--- config.mk ---
export PLATFORM = sky130hd
export DESIGN_NAME = ssb_demod_pipe
export DESIGN_NICKNAME = d
export VERILOG_FILES = /design/src/rtl/ssb_demod_pipe.sv
export SDC_FILE = /design/constraint.sdc
export NUM_CORES = 1
export LEC_CHECK = 0
export CAP_MARGIN = 30
export CORE_MARGIN = 8
export CORE_UTILIZATION = 35
export CTS_CLUSTER_DIAMETER = 50
export DETAILED_ROUTE_END_ITERATION = 8
export HOLD_SLACK_MARGIN = 0.03
export RECOVER_POWER = 50
export SYNTH_ARGS = -nofsm -noshare
export SYNTH_HDL_FRONTEND = slang
export SYNTH_SLANG_ARGS = --single-unit
--- constraint.sdc ---
create_clock -name clk -period 4 [get_ports clk]
set_clock_uncertainty 0.1 [all_clocks]
set_input_delay 0.6 -clock clk [delete_from_list [all_inputs] [get_ports clk]]
set_output_delay 0.6 -clock clk [all_outputs]
set_load 0.01 [all_outputs]
--- src/rtl/ssb_demod_pipe.sv ---
// rtl/ssb_demod_pipe.sv - three-stage I/Q SSB/AM demodulator with gain, saturation and click-free mute
module ssb_demod_pipe #(
  parameter int WIDTH        = 12,
  parameter int MUTE_SAMPLES = 16,
  parameter int MAX_GAIN     = 3
) (
  input  logic             clk,
  input  logic             reset,
  input  logic             in_valid,
  input  logic [WIDTH-1:0] in_a,
  input  logic [WIDTH-1:0] in_b,
  input  logic [1:0]       mode,
  input  logic [1:0]       gain_shift,
  output logic             out_valid,
  output logic [WIDTH-1:0] out_data,
  output logic             out_clip
);

  localparam int RW = WIDTH + 2;  // stage-1/2 working width, holds a+b and AM sum
  localparam int EW = WIDTH + 5;  // stage-3 width, holds r shifted left by up to 3
  localparam int CW = (MUTE_SAMPLES > 0) ? $clog2(MUTE_SAMPLES + 1) : 1;

  localparam logic [1:0] MODE_LSB = 2'b00;
  localparam logic [1:0] MODE_USB = 2'b01;
  localparam logic [1:0] MODE_AM  = 2'b10;

  localparam logic signed [EW-1:0] SAT_HI = EW'((2 ** (WIDTH - 1)) - 1);
  localparam logic signed [EW-1:0] SAT_LO = EW'(-(2 ** (WIDTH - 1)));

  // stage 1: sign-extend, then add/sub for SSB or take magnitudes for AM
  logic signed [RW-1:0] w_a_ext, w_b_ext, w_a_abs, w_b_abs;
  logic signed [RW-1:0] w_s1_p, w_s1_q;

  assign w_a_ext = {{2{in_a[WIDTH-1]}}, in_a};
  assign w_b_ext = {{2{in_b[WIDTH-1]}}, in_b};
  assign w_a_abs = in_a[WIDTH-1] ? -w_a_ext : w_a_ext;
  assign w_b_abs = in_b[WIDTH-1] ? -w_b_ext : w_b_ext;

  // select stage-1 operands by mode; mute leaves both at zero
  always_comb begin
    w_s1_p = '0;
    w_s1_q = '0;
    case (mode)
      MODE_LSB: w_s1_p = w_a_ext - w_b_ext;
      MODE_USB: w_s1_p = w_a_ext + w_b_ext;
      MODE_AM: begin
        w_s1_p = w_a_abs;
        w_s1_q = w_b_abs;
      end
      default: ;
    endcase
  end

  logic                 r_s1_valid;
  logic [1:0]           r_s1_mode, r_s1_gain;
  logic signed [RW-1:0] r_s1_p, r_s1_q;

  // stage-1 register; mode and gain are captured only with a valid sample
  always_ff @(posedge clk) begin
    if (reset) begin
      r_s1_valid <= 1'b0;
      r_s1_mode  <= '0;
      r_s1_gain  <= '0;
      r_s1_p     <= '0;
      r_s1_q     <= '0;
    end else begin
      r_s1_valid <= in_valid;
      if (in_valid) begin
        r_s1_mode <= mode;
        r_s1_gain <= gain_shift;
        r_s1_p    <= w_s1_p;
        r_s1_q    <= w_s1_q;
      end
    end
  end

  // stage 2: AM envelope approximation max + min/2, SSB/mute pass through
  logic signed [RW-1:0] w_max, w_min, w_s2_r;

  assign w_max  = (r_s1_p > r_s1_q) ? r_s1_p : r_s1_q;
  assign w_min  = (r_s1_p > r_s1_q) ? r_s1_q : r_s1_p;
  assign w_s2_r = (r_s1_mode == MODE_AM) ? (w_max + (w_min >>> 1)) : r_s1_p;

  logic                 r_s2_valid;
  logic [1:0]           r_s2_mode, r_s2_gain;
  logic signed [RW-1:0] r_s2_r;

  // stage-2 register
  always_ff @(posedge clk) begin
    if (reset) begin
      r_s2_valid <= 1'b0;
      r_s2_mode  <= '0;
      r_s2_gain  <= '0;
      r_s2_r     <= '0;
    end else begin
      r_s2_valid <= r_s1_valid;
      if (r_s1_valid) begin
        r_s2_mode <= r_s1_mode;
        r_s2_gain <= r_s1_gain;
        r_s2_r    <= w_s2_r;
      end
    end
  end

  // stage 3: gain, halve with floor rounding, saturate to WIDTH bits
  logic [1:0]           w_g;
  logic signed [EW-1:0] w_wide, w_shl, w_v;
  logic [WIDTH-1:0]     w_sat;
  logic                 w_clip;

  assign w_g    = (int'(r_s2_gain) > MAX_GAIN) ? 2'(MAX_GAIN) : r_s2_gain;
  assign w_wide = {{(EW - RW){r_s2_r[RW-1]}}, r_s2_r};
  assign w_shl  = w_wide <<< w_g;
  assign w_v    = w_shl >>> 1;

  // clamp to the signed output range and flag when the limit bites
  always_comb begin
    w_sat  = w_v[WIDTH-1:0];
    w_clip = 1'b0;
    if (w_v > SAT_HI) begin
      w_sat  = SAT_HI[WIDTH-1:0];
      w_clip = 1'b1;
    end else if (w_v < SAT_LO) begin
      w_sat  = SAT_LO[WIDTH-1:0];
      w_clip = 1'b1;
    end
  end

  // mode-change mute: the triggering sample is the first of the muted run
  logic          r_first;
  logic [1:0]    r_last_mode;
  logic [CW-1:0] r_mute_cnt;
  logic          w_change, w_load, w_mute;

  assign w_change = !r_first && (r_s2_mode != r_last_mode);
  assign w_load   = (MUTE_SAMPLES > 0) && w_change;
  assign w_mute   = w_load || (r_mute_cnt != '0);

  logic             r_out_valid, r_out_clip;
  logic [WIDTH-1:0] r_out_data;

  // output register and mute bookkeeping; data/clip hold between valids
  always_ff @(posedge clk) begin
    if (reset) begin
      r_out_valid <= 1'b0;
      r_out_data  <= '0;
      r_out_clip  <= 1'b0;
      r_first     <= 1'b1;
      r_last_mode <= '0;
      r_mute_cnt  <= '0;
    end else begin
      r_out_valid <= r_s2_valid;
      if (r_s2_valid) begin
        r_out_data  <= w_mute ? '0 : w_sat;
        r_out_clip  <= w_mute ? 1'b0 : w_clip;
        r_last_mode <= r_s2_mode;
        r_first     <= 1'b0;
        if (w_load) begin
          r_mute_cnt <= CW'(MUTE_SAMPLES - 1);
        end else if (r_mute_cnt != '0) begin
          r_mute_cnt <= r_mute_cnt - 1'b1;
        end
      end
    end
  end

  assign out_valid = r_out_valid;
  assign out_data  = r_out_data;
  assign out_clip  = r_out_clip;

endmodule

# [After elaboration in Yosys (flattened, before gate mapping)]
# Index checks and enable logic that the tools add are counted.
[classes] addsub=6 multipliers=0 div=0 order_cmp=3 n_eq_ne=4 n_shift=1 mux=15 bitwise=0 reduce_logical=7
[op_table] cell="14-bit 2-to-1 mux" count=6
[op_table] cell="14-bit case mux with 3 select lines" count=1
[op_table] cell="12-bit 2-to-1 mux" count=3
[op_table] cell="12-bit negator with 14-bit output" count=2
[op_table] cell="14-bit by 2-bit <<< shifter with 17-bit output" count=1
[op_table] cell="16-bit by 12-bit greater-than comparator with 1-bit output (second input constant)" count=1
[op_table] cell="16-bit by 12-bit < comparator with 1-bit output (second input constant)" count=1
[op_table] cell="14-bit by 13-bit adder with 14-bit output" count=1
[op_table] cell="14-bit greater-than comparator" count=1
[op_table] cell="12-bit by 12-bit adder with 13-bit output" count=1
[op_table] cell="12-bit by 12-bit subtractor with 13-bit output" count=1
[op_table] cell="5-bit 2-to-1 mux" count=2
[op_table] cell="5-bit nonzero test" count=1
[op_table] cell="5-bit by 1-bit subtractor with 5-bit output (second input constant)" count=1
[op_table] cell="2-bit equality test (second input constant)" count=2
[op_table] cell="1-bit 2-to-1 mux" count=3
[op_table] cell="2-bit by 1-bit equality test with 1-bit output (second input constant)" count=1
[op_table] cell="2-bit zero test" count=1
[op_table] cell="2-bit != test" count=1
[op_table] cell="2-bit AND reduction" count=1
[op_table] cell="2-bit nonzero test" count=1
[op_table] cell="1-bit logical AND" count=1
[op_table] cell="1-bit zero test" count=1
[op_table] cell="1-bit logical OR" count=1
[totals] reg_bits=74 latchBits=0 ram_bits=0 romBits=0 input_bits=31 elab_cells=51 n_memories=0

# [Depth between registers and ports, before layout]
# Gate-level depths: netlist (run 1).
[depth] ltp_word=5 mapped_depth=19 mapped_depth_nobuf=18

# [Least setup slack after synthesis (run 1)]
# Ideal clock, no wire load.
[synth_timing] path_kind="flip-flop to flip-flop" from="register r_s1_q[11]" to="register r_s2_r[10]" setup_ns=0.091 arrival_ns=4.063 required_time_ns=3.809 slack_ns=-0.254 stages_incl_launch_ff=20 path_buffers=1 synth_period_minus_slack_ns=4.254 cell_sequence="dfxtp_1 inv_1 ha_1 a21oi_1 o21ai_0 a311oi_1 o31ai_2 mux2i_1 nor2_4 buf_6 mux2_2 ha_1 fa_1 a211oi_1 nor2_1 o31ai_1 a21oi_1 nor4_1 a21oi_1 a311oi_1"
[synth_between] elab_chain_cells=4 word_cells_on_any_way=5 classes_between="add/sub: 1; order compare: 1; mux: 3"
[synth_rtl] element="start: declaration" line_no="56" rtl="logic signed [RW-1:0] r_s1_p, r_s1_q;"
[synth_rtl] element="start signal: assignment" line_no="72" rtl="r_s1_q <= w_s1_q;"
[synth_rtl] element="14-bit greater-than comparator" line_no="80, 81"
[synth_rtl] element="14-bit 2-to-1 mux (on tied branches)" line_no="80, 81"
[synth_rtl] element="14-bit by 13-bit adder with 14-bit output (*)" line_no="82" rtl="assign w_s2_r = (r_s1_mode == MODE_AM) ? (w_max + (w_min >>> 1)) : r_s1_p;"
[synth_rtl] element="14-bit 2-to-1 mux (*)" line_no="82"
[synth_rtl] element="end signal: assignment" line_no="100" rtl="r_s2_r <= w_s2_r;"
[synth_rtl] element="end: declaration" line_no="86" rtl="logic signed [RW-1:0] r_s2_r;"
# Mark *: on every way between the ends. The rest lies on a longest branch, timed or not.
# A chain may end at the register's enable or synchronous reset.

# [Worst setup path in the final report (run 1)]
[layout_timing] from="register r_s1_q[3]" to="register r_s2_r[12]"
# The elaborated chain is that of the path after synthesis.

==> results_dict.tcl, run 1 <==
set metrics [dict create \
    dieWidth_um 145.3 \
    setup_viol 0 \
    dp_hpwl_um 11750 \
    grt_overflow_total 0 \
    cts.sinks 74 \
    drt.antenna.violating_nets 0 \
    fmax_ghz 0.2517 \
    outcome "finished clean" \
    fp.coreArea_um2 16470 \
    wl_per_cell_um 14.35 \
    cts_buffers 9 \
    maxCapViolations 0 \
    vias 5377 \
    cts_htree_levels 3 \
    synth_area_um2 5851 \
    syn_nets 825 \
    worst_pin_slew_ns 1.041 \
    grt_pass1_vias 5164 \
    synthToLayoutAreaGrowth_pct 29.68 \
    synth_ff_type "dfxtp_1" \
    clk_pin_slew_ns 0.05 \
    slew_violations 0 \
    setup_tns_ns 0 \
    cts_buffer_depth 2 \
    mostFrequentLayoutCells "76 x nor2_1, 68 x nand2_1, 67 x dfxtp_1, 61 x buf_4, 56 x o21ai_0" \
    gr-usage-all-layers_pct 13.85 \
    first_pass_iters 4 \
    port_buffers 44 \
    cts_root_buf "clkbuf_16" \
    yosysTopAreaCellShare_pct 25.32 \
    peakVddDrop_uv 193.1 \
    antenna_found_initial 0 \
    layout_commonest_cell "nor2_1" \
    power_uw 2478 \
    p_leak_uw 0.003048 \
    gr-usage-met2_pct 23.46 \
    p_per_area_nw_per_um2 326.6 \
    ys_top_cells_by_area "dfxtp_1 25%, ha_1 12%, nor2_1 5.1%" \
    fin_crit_ns 3.973 \
    hold_path.class "reg2reg" \
    cpPeakStageDelay_ns 0.34 \
    critPathCaptureType "register" \
    crit_path_start_kind "register" \
    row_count 47 \
    synth_cell_types 56 \
    gp_congestion 0.8644 \
    grt_pass1_wl_um 24680 \
    busiest_layer "met2" \
    dieArea_um2 21110 \
    path_cells "inv_1 > ha_1 > a21o_1 > a211oi_2 > o21a_1 > o31ai_4 > mux2i_2 > nor2_4 > buf_6 > mux2_4 > ha_4 > fa_2 > a211oi_2 > nor2_2 > o31ai_4 > a21oi_2 > a21oi_2 > xnor2_1 > a31o_2" \
    use_met3_pct 2.643 \
    drive_gt1_share_pct 19.52 \
    report.final.hold_viol_count 0 \
    ys_ff_latch 74 \
    drt_wl_total_um 15070 \
    slowest_stage "fa_2" \
    nNetsFinal 916 \
    critPathTopFamily "compound AO/OA/AOI/OAI gates" \
    start_util_pct 35.53 \
    worstSetupPathType "reg2reg" \
    cts_tree "done" \
    period_share_pct 99.33 \
    cp.required_ns 4.13 \
    crit_arrival_ns 4.10 \
    ioPinCount 45 \
    synthCells 736 \
    insertion_delay_ns 0.33 \
    gr-usage-met1_pct 17.50 \
    antenna_cells 0 \
    slew_headroom_pct 29.84 \
    holdWs_ns 0.3443 \
    synth_top_cell_by_area "dfxtp_1" \
    synth_edf_count 0 \
    async_reset_ff_share_pct 0 \
    cp.buffers_inverters 2 \
    rsz0062_at_grt "yes" \
    grt_max_degree 41 \
    yosys_warnings 0 \
    crit_path_max_fanout 5 \
    vias_per_cell 5.121 \
    ys_seq_area_share_pct 25.32 \
    drtIter0Drc 187 \
    synth.avg_cell_area_um2 7.949 \
    die_h_um 145.3 \
    drc_errors 0 \
    fillCellCount 1646 \
]
[final timing paths]
kind	from	end	slack, ns	cells after the start
worst max-delay path	r_s1_q[3]$_SDFFE_PP0P_	r_s2_r[12]$_SDFFE_PP0P_	0.03	19
worst min-delay path	out_data[7]$_SDFFE_PP0P_	out_data[7]$_SDFFE_PP0P_	0.34	2
worst max register to register	r_s1_q[3]$_SDFFE_PP0P_	r_s2_r[12]$_SDFFE_PP0P_	0.03	19
worst min register to register	out_data[7]$_SDFFE_PP0P_	out_data[7]$_SDFFE_PP0P_	0.34	2
[area by class of cell]
class / instances / area, um2 / share of cell area (%)
multi-input combinational: 582 / 4364 / 57.52
sequential: 74 / 1490 / 19.64
timing repair buffer: 115 / 996.0 / 13.13
tap: 220 / 275.3 / 3.628
clock buffer: 11 / 252.7 / 3.331
inverter: 45 / 168.9 / 2.226
clock inverter: 3 / 40.04 / 0.5277
[power breakdown]
part	total [uW]	switching [uW]	internal (uW)	leakage, uW
sequential	803	32.4	771	0.000606
combinational	881	421	460	0.00229
clock	793	286	507	0.000147
[kinds of logic (layout without fill, tap and decap cells)]
| group | Yosys count | count (layout) | synth area share (%) |
|---|---|---|---|
| xor+xnor | 37 | 37 | 5.539 |
| compound gates | 205 | 205 | 22.03 |
| fa+ha+maj | 58 | 58 | 12.79 |
| buf+inv | 80 | 174 | 5.432 |
| mux | 53 | 53 | 11.12 |
| flops | 74 | 74 | 25.32 |
| simple gates | 229 | 229 | 17.77 |
[synth_stat cells, drive strengths merged, types with 9 or more instances]
library cell,instances
nor2,80
dfxtp,74
nand2,70
o21ai,59
ha,55
a21oi,51
inv,44
xnor2,32
clkbuf,28
mux2,26
mux2i,20
nor3,20
a211oi,15
a21o,13
nand2b,13
nand3,13
a22oi,9
[layer usage]
| metal | share of wire, % | vias to the layer above |
|---|---|---|
| met5 | 0 | - |
| met4 | 1.1 | 0 |
| met3 | 3.2 | 10 |
| met1 | 49 | 2462 |
| li1 | - | 2816 |
| met2 | 47 | 89 |
[flip-flops by register name, indices dropped and copies added, names as in the netlist, 2 cells and up]
| name | count |
|---|---|
| out_data | 12 |
| r_s2_mode | 2 |
| r_s1_q | 14 |
| r_s2_r | 14 |
| r_s2_gain | 2 |
| r_last_mode | 2 |
| r_s1_p | 14 |
| r_s1_gain | 2 |
| r_mute_cnt | 5 |
| r_s1_mode | 2 |
[per-stage QoR]
step / util, % / instance area, um2 / setup slack [ns] / instances
floorplan: - / 5908 / 0.02217 / 736
global placement: 42.10 / 6933 / -0.09408 / 1026
detailed placement: 42.10 / 6933 / -0.1923 / 1026
CTS: 44.63 / 7348 / 0.001060 / 1045
global route: 46.08 / 7587 / -0.1997 / 1050
finish: 46.08 / 7587 / 0.02690 / 1050
[worst reg2reg max path, stage by stage (launching register included)]
cell and delay (ns):
dfxtp_2 0.32, inv_1 0.04, ha_1 0.28, a21o_1 0.17, a211oi_2 0.20, o21a_1 0.19, o31ai_4 0.08, mux2i_2 0.18
nor2_4 0.20, buf_6 0.13, mux2_4 0.30, ha_4 0.17, fa_2 0.34, a211oi_2 0.21, nor2_2 0.09, o31ai_4 0.28
a21oi_2 0.13, a21oi_2 0.16, xnor2_1 0.09, a31o_2 0.20
[timing repair]
action | 4_1_cts | 5_1_grt
endpoints found under the setup margin | 6 | 10
resized for setup | 21 | 38
buffers inserted | 5 | 5
pin swaps | 16 | 29
hold buffers | 0 | 0
(Power assumes the default switching activity.)
==> run 2: changes to the inputs <==
- CTS_BUF_LIST: unset -> sky130_fd_sc_hd__clkbuf_8
- SLEW_MARGIN: unset -> 10
==> run 2 against run 1 <==
  * Worst hold slack gained 0.0042 ns
  * Combinational power shrank 5.4%
  * Clock power shrank 27%
  * Via count shrank 1.0%
  * Wire length shrank 2.3%
  * Cell count shrank 0.19%
  * Cell area shrank 2.9%
  * Flip-flop and latch count is the same
  * Critical path depth is the same
==> results_dict.tcl, run 2 (synthesized netlist as in run 1, its figures left out) <==
set metrics [dict create \
    outcome "finished clean" \
    maxCapViolations 0 \
    hold_path.class "reg2reg" \
    slew_violations 0 \
    rr_worst_depth 19 \
    port_buffers 44 \
    insertion_delay_ns 0.36 \
    stdcell_area_um2 7368 \
    setup_viol 0 \
    p_per_area_nw_per_um2 300.2 \
    dieWidth_um 145.3 \
    dp_cells 1026 \
    cts-hold-fix-buffers 0 \
    vias 5323 \
    antenna_found_initial 0 \
    start_util_pct 35.53 \
    fp.coreArea_um2 16470 \
    cts_buffer_depth 2 \
    endpoint "r_s2_r[12]$_SDFFE_PP0P_" \
    drive_gt1_share_pct 18.60 \
    cts_htree_levels 3 \
    dp_hpwl_um 11750 \
    crit_path_max_fanout 6 \
    worst_pin_slew_ns 0.9092 \
    layout_commonest_cell "nor2_1" \
    cp.required_ns 4.15 \
    drc_errors 0 \
    grt_max_degree 41 \
    crit_path_start_kind "register" \
    row_count 47 \
    holdWs_ns 0.3484 \
    report.final.hold_viol_count 0 \
    period_share_pct 98.30 \
    rsz0062_at_grt "yes" \
    gr-usage-all-layers_pct 13.81 \
    first_pass_iters 4 \
    dieArea_um2 21110 \
    drtIter0Drc 159 \
    fin_crit_ns 3.932 \
    clk_pin_slew_ns 0.07 \
    cpPeakStageDelay_ns 0.34 \
    peakVddDrop_uv 139.7 \
    cts.sinks 74 \
    gp_congestion 0.8644 \
    rrSetupSlack_ns 0.07 \
    setup_ws_ns 0.06801 \
    cts_root_buf "clkbuf_8" \
    drt.antenna.violating_nets 0 \
    finalNonFillerCells 1048 \
    slowest_stage "fa_2" \
    nNetsFinal 914 \
    grt_pass1_vias 5156 \
    ioPinCount 45 \
    reg2reg_to "r_s2_r[12]$_SDFFE_PP0P_" \
    mostFrequentLayoutCells "77 x nor2_1, 69 x nand2_1, 65 x dfxtp_1, 63 x buf_4, 56 x o21ai_0" \
    placed_area_um2 6933 \
    drt_wl_total_um 14730 \
    grt_pass1_wl_um 24640 \
    cts_buffers 9 \
    wl_per_cell_um 14.05 \
    worstSetupPathType "reg2reg" \
    critPathCaptureType "register" \
    pre_cts_ws_ns -0.1923 \
    cp.depth 19 \
    setup_tns_ns 0 \
    cp.buffers_inverters 2 \
    cp-startpoint "r_s1_q[11]$_SDFFE_PP0P_" \
    p_leak_uw 0.002985 \
    die_h_um 145.3 \
    slew_headroom_pct 39.38 \
    fmax_ghz 0.2543 \
    crit_arrival_ns 4.09 \
    reg_top3 "r_s1_p x14, r_s1_q x14, r_s2_r x14" \
    vias_per_cell 5.079 \
    timing.rr.start "r_s1_q[11]$_SDFFE_PP0P_" \
    cts_tree "done" \
    grt_overflow_total 0 \
    path_cells "inv_2 > ha_4 > nand4_1 > nor2_1 > nand3_1 > o31ai_2 > mux2i_2 > nor2_4 > buf_6 > mux2_4 > ha_4 > fa_2 > a211oi_2 > nor2_2 > o31ai_4 > a21oi_2 > a21oi_2 > xnor2_1 > a31o_2" \
    synthToLayoutAreaGrowth_pct 25.94 \
    antenna_cells 0 \
    critPathTopFamily "compound AO/OA/AOI/OAI gates" \
]
[run 2: layer usage]
layer,up-vias,wire (um),track usage [%]
li1,2811,-,-
met1,2411,7207,17.50
met2,87,6833,23.41
met3,14,480,2.177
met4,0,206,4.685
met5,-,0,0
[run 2: worst min-delay path: cells and delay by family (launching register included)]
kind | cells | cell delay [ns]
AND/OR/NAND/NOR | 1 | 0.04
flip-flops | 1 | 0.32
AO/OA/AOI/OAI | 1 | 0.05
[run 2: area by class of cell]
cell class / instances / area, um2
clock buffer: 11 / 151.4
clock inverter: 3 / 40.04
fill: 1680 / 9097
inverter: 45 / 168.9
multi-input combinational: 582 / 4282
sequential: 74 / 1493
tap: 220 / 275.3
timing repair buffer: 113 / 958.4
[run 2: worst min path at each step]
| stage | to | start | slack (ns) | depth (start not counted) |
|---|---|---|---|---|
| floorplan | r_s1_q[12]$_SDFFE_PP0P_ | r_s1_q[12]$_SDFFE_PP0P_ | 0.35 | 2 |
| global placement | out_data[1]$_SDFFE_PP0P_ | out_data[1]$_SDFFE_PP0P_ | 0.34 | 2 |
| detailed placement | out_data[7]$_SDFFE_PP0P_ | out_data[7]$_SDFFE_PP0P_ | 0.34 | 2 |
| CTS | out_data[11]$_SDFFE_PP0P_ | out_data[11]$_SDFFE_PP0P_ | 0.36 | 2 |
| global route | out_clip$_SDFFE_PP0P_ | out_clip$_SDFFE_PP0P_ | 0.38 | 2 |
| finish | out_data[7]$_SDFFE_PP0P_ | out_data[7]$_SDFFE_PP0P_ | 0.35 | 2 |
[run 2: power by group]
group	total [uW]	internal, uW	switching [uW]	leakage (uW)
Clock	577	313	264	0.000101
Combinational	833	431	402	0.00228
Sequential	802	770	32.2	0.000607
Total	2210	1510	698	0.00298
[run 2: timing repair]
action / 4_1_cts / 5_1_grt
gates resized for setup: 25 / 19
buffers inserted: 5 / 2
pin swaps: 18 / 23
setup endpoints to repair: 7 / 9
[run 2: stage by stage]
stage / util (%) / total power, uW
after floorplan: - / 1335
after global placement: 42.10 / 1576
after detailed placement: 42.10 / 1583
after CTS: 44.10 / 2214
after global routing: 44.75 / 2352
final: 44.75 / 2212
==> run 3: changes to the inputs <==
- SETUP_SLACK_MARGIN: unset -> 0.3
==> run 3 against run 2 <==
  * The run now ends with negative setup slack left
  * Worst setup slack worse by 0.076 ns
  * Global-route usage up 0.81 points
  * Sequential share of layout area down 0.34 points
  * Critical path type unchanged
  * Largest power group unchanged
==> results_dict.tcl, run 3 (synthesized netlist as in run 1, its figures left out) <==
set metrics [dict create \
    fillCellCount 1646 \
    p_switching_uw 749.2 \
    path_cells "inv_1 > ha_4 > nand3_2 > o21a_1 > o31ai_2 > mux2i_1 > nor2_4 > buf_12 > mux2_4 > ha_4 > fa_2 > a211oi_2 > nor2_1 > o31ai_2 > a21oi_2 > nor4_1 > a21oi_1 > a311oi_1" \
    cts.sinks 74 \
    antenna_found_initial 0 \
    die_h_um 145.3 \
    seq_area_um2 1491 \
    slew_violations 0 \
    finish.utilization_pct 45.47 \
    grt_pass1_vias 5372 \
    grt_overflow_total 0 \
    cts_root_buf "clkbuf_8" \
    cp.required_ns 4.17 \
    ioPinCount 45 \
    hold_path.class "reg2reg" \
    reg_top3 "r_s1_p x14, r_s1_q x14, r_s2_r x14" \
    dieArea_um2 21110 \
    p_leak_uw 0.002922 \
    dp_cells 1012 \
    drt_wl_total_um 15090 \
    grt_pass1_wl_um 26010 \
    p_per_area_nw_per_um2 314.9 \
    crit_arrival_ns 4.17 \
    critPathCaptureType "register" \
    cpPeakStageDelay_ns 0.37 \
    slowest_stage "fa_2" \
    first_pass_iters 4 \
    cts_buffer_depth 2 \
    outcome "complete, but fails checks" \
    cts_buffers 9 \
    insertion_delay_ns 0.36 \
    vias_per_cell 5.225 \
    slew_headroom_pct 45.52 \
    start_util_pct 35.53 \
    period_share_pct 100.2 \
    p_comb_share_pct 38.0 \
    finalNonFillerCells 1039 \
    drive_gt1_share_pct 19.78 \
    grt_max_degree 41 \
    antenna_cells 0 \
    seqPwrFrac_pct 34.0 \
    rsz0062_at_grt "yes" \
    fp.coreArea_um2 16470 \
    setup_tns_ns -0.007853 \
    fin_crit_ns 4.008 \
    wl_per_cell_um 14.53 \
    crit_path_start_kind "register" \
    nNetsFinal 903 \
    worstSetupPathType "reg2reg" \
    setup_ws_ns -0.007853 \
    violations "negative setup slack" \
    stdcell_area_um2 7487 \
    drtIter0Drc 209 \
    p_sw_share_pct 31.78 \
    drt.antenna.violating_nets 0 \
    gr-usage-all-layers_pct 14.62 \
    cp.buffers_inverters 2 \
    maxCapViolations 0 \
    port_buffers 44 \
    mostFrequentLayoutCells "78 x nor2_1, 69 x nand2_1, 66 x dfxtp_1, 56 x o21ai_0, 51 x buf_4" \
    setup_viol 1 \
    gp_congestion 0.8610 \
    fmax_ghz 0.2495 \
    worst_pin_slew_ns 0.8160 \
    critPathTopFamily "compound AO/OA/AOI/OAI gates" \
    dp_hpwl_um 11740 \
    p_int_uw 1608 \
    vias 5429 \
    layout_commonest_cell "nor2_1" \
    peakVddDrop_uv 133.8 \
    cts_tree "done" \
    dieWidth_um 145.3 \
    clk_pin_slew_ns 0.08 \
    cts_htree_levels 3 \
    multi_input_area_um2 4404 \
    row_count 47 \
    synthToLayoutAreaGrowth_pct 27.97 \
    placed_area_um2 6869 \
    report.final.hold_viol_count 0 \
    clockPowerShare_pct 28.0 \
    holdWs_ns 0.3573 \
    crit_path_max_fanout 5 \
    drc_errors 0 \
]
## run 3: cell count changes in the layout (fill, tap and decap cells not counted), sizes merged
cell,before,now
clkdlybuf4s50,28,44
dlygate4sd3,16,0
buf,66,58
clkbuf,14,10
clkinvlp,0,2
bufinv,1,2
clkinv,3,2
inv,44,45
## run 3: power by group through the flow
| stage | logic (uW) | clock network (uW) | registers (uW) |
|---|---|---|---|
| after CTS | 871 | 676 | 802 |
| after detailed placement | 747 | 0 | 818 |
| after global placement | 744 | 0 | 817 |
| final | 896 | 659 | 803 |
| after floorplan | 525 | 0 | 812 |
| after global routing | 987 | 711 | 809 |
## run 3: layer usage
layer	global-route usage [%]	wire length [um]	vias up	part of all wire, %
li1	-	-	2793	-
met1	18.70	7259	2537	48
met5	0	0	-	0
met4	5.518	298	0	2.0
met3	2.208	447	17	3.0
met2	24.37	7089	82	47
## run 3: tightest hold or removal path: stages (launching register included)
cell	delay [ns]
dfxtp_1	0.33
nand2_1	0.05
o21ai_0	0.05
## run 3: what timing repair did
item / in CTS / in global routing
setup buffers: 6 / 3
pin swaps: 11 / 22
endpoints found under the setup margin: 10 / 11
hold buffers: 0 / 0
gates resized for setup: 39 / 20
cloned: 1 / 0
## run 3: path summary, 6_finish.rpt
path,from,endpoint,slack (ns),depth (start not counted)
setup reg to reg,r_s1_q[4]$_SDFFE_PP0P_,r_s2_r[10]$_SDFFE_PP0P_,-0.008,18
hold / removal,out_data[0]$_SDFFE_PP0P_,out_data[0]$_SDFFE_PP0P_,0.36,2
hold reg to reg,out_data[0]$_SDFFE_PP0P_,out_data[0]$_SDFFE_PP0P_,0.36,2
setup / recovery,r_s1_q[4]$_SDFFE_PP0P_,r_s2_r[10]$_SDFFE_PP0P_,-0.008,18
## run 3: per-stage QoR
stage	total power, uW	setup slack [ns]
6_report	2358	-0.007853
3_5_place_dp	1565	-0.1242
4_1_cts	2350	-0.03858
5_1_grt	2506	-0.2764
2_1_floorplan	1337	0.07705
3_3_place_gp	1560	0.003554
## run 3: layout make-up
type,count,area share [%]
clock inverters,6,1.186
well taps,220,3.676
clock buffers,10,1.838
inverters,45,2.256
repair buffers,102,12.30
flip-flops and latches,74,19.92
multi-input cells,582,58.82
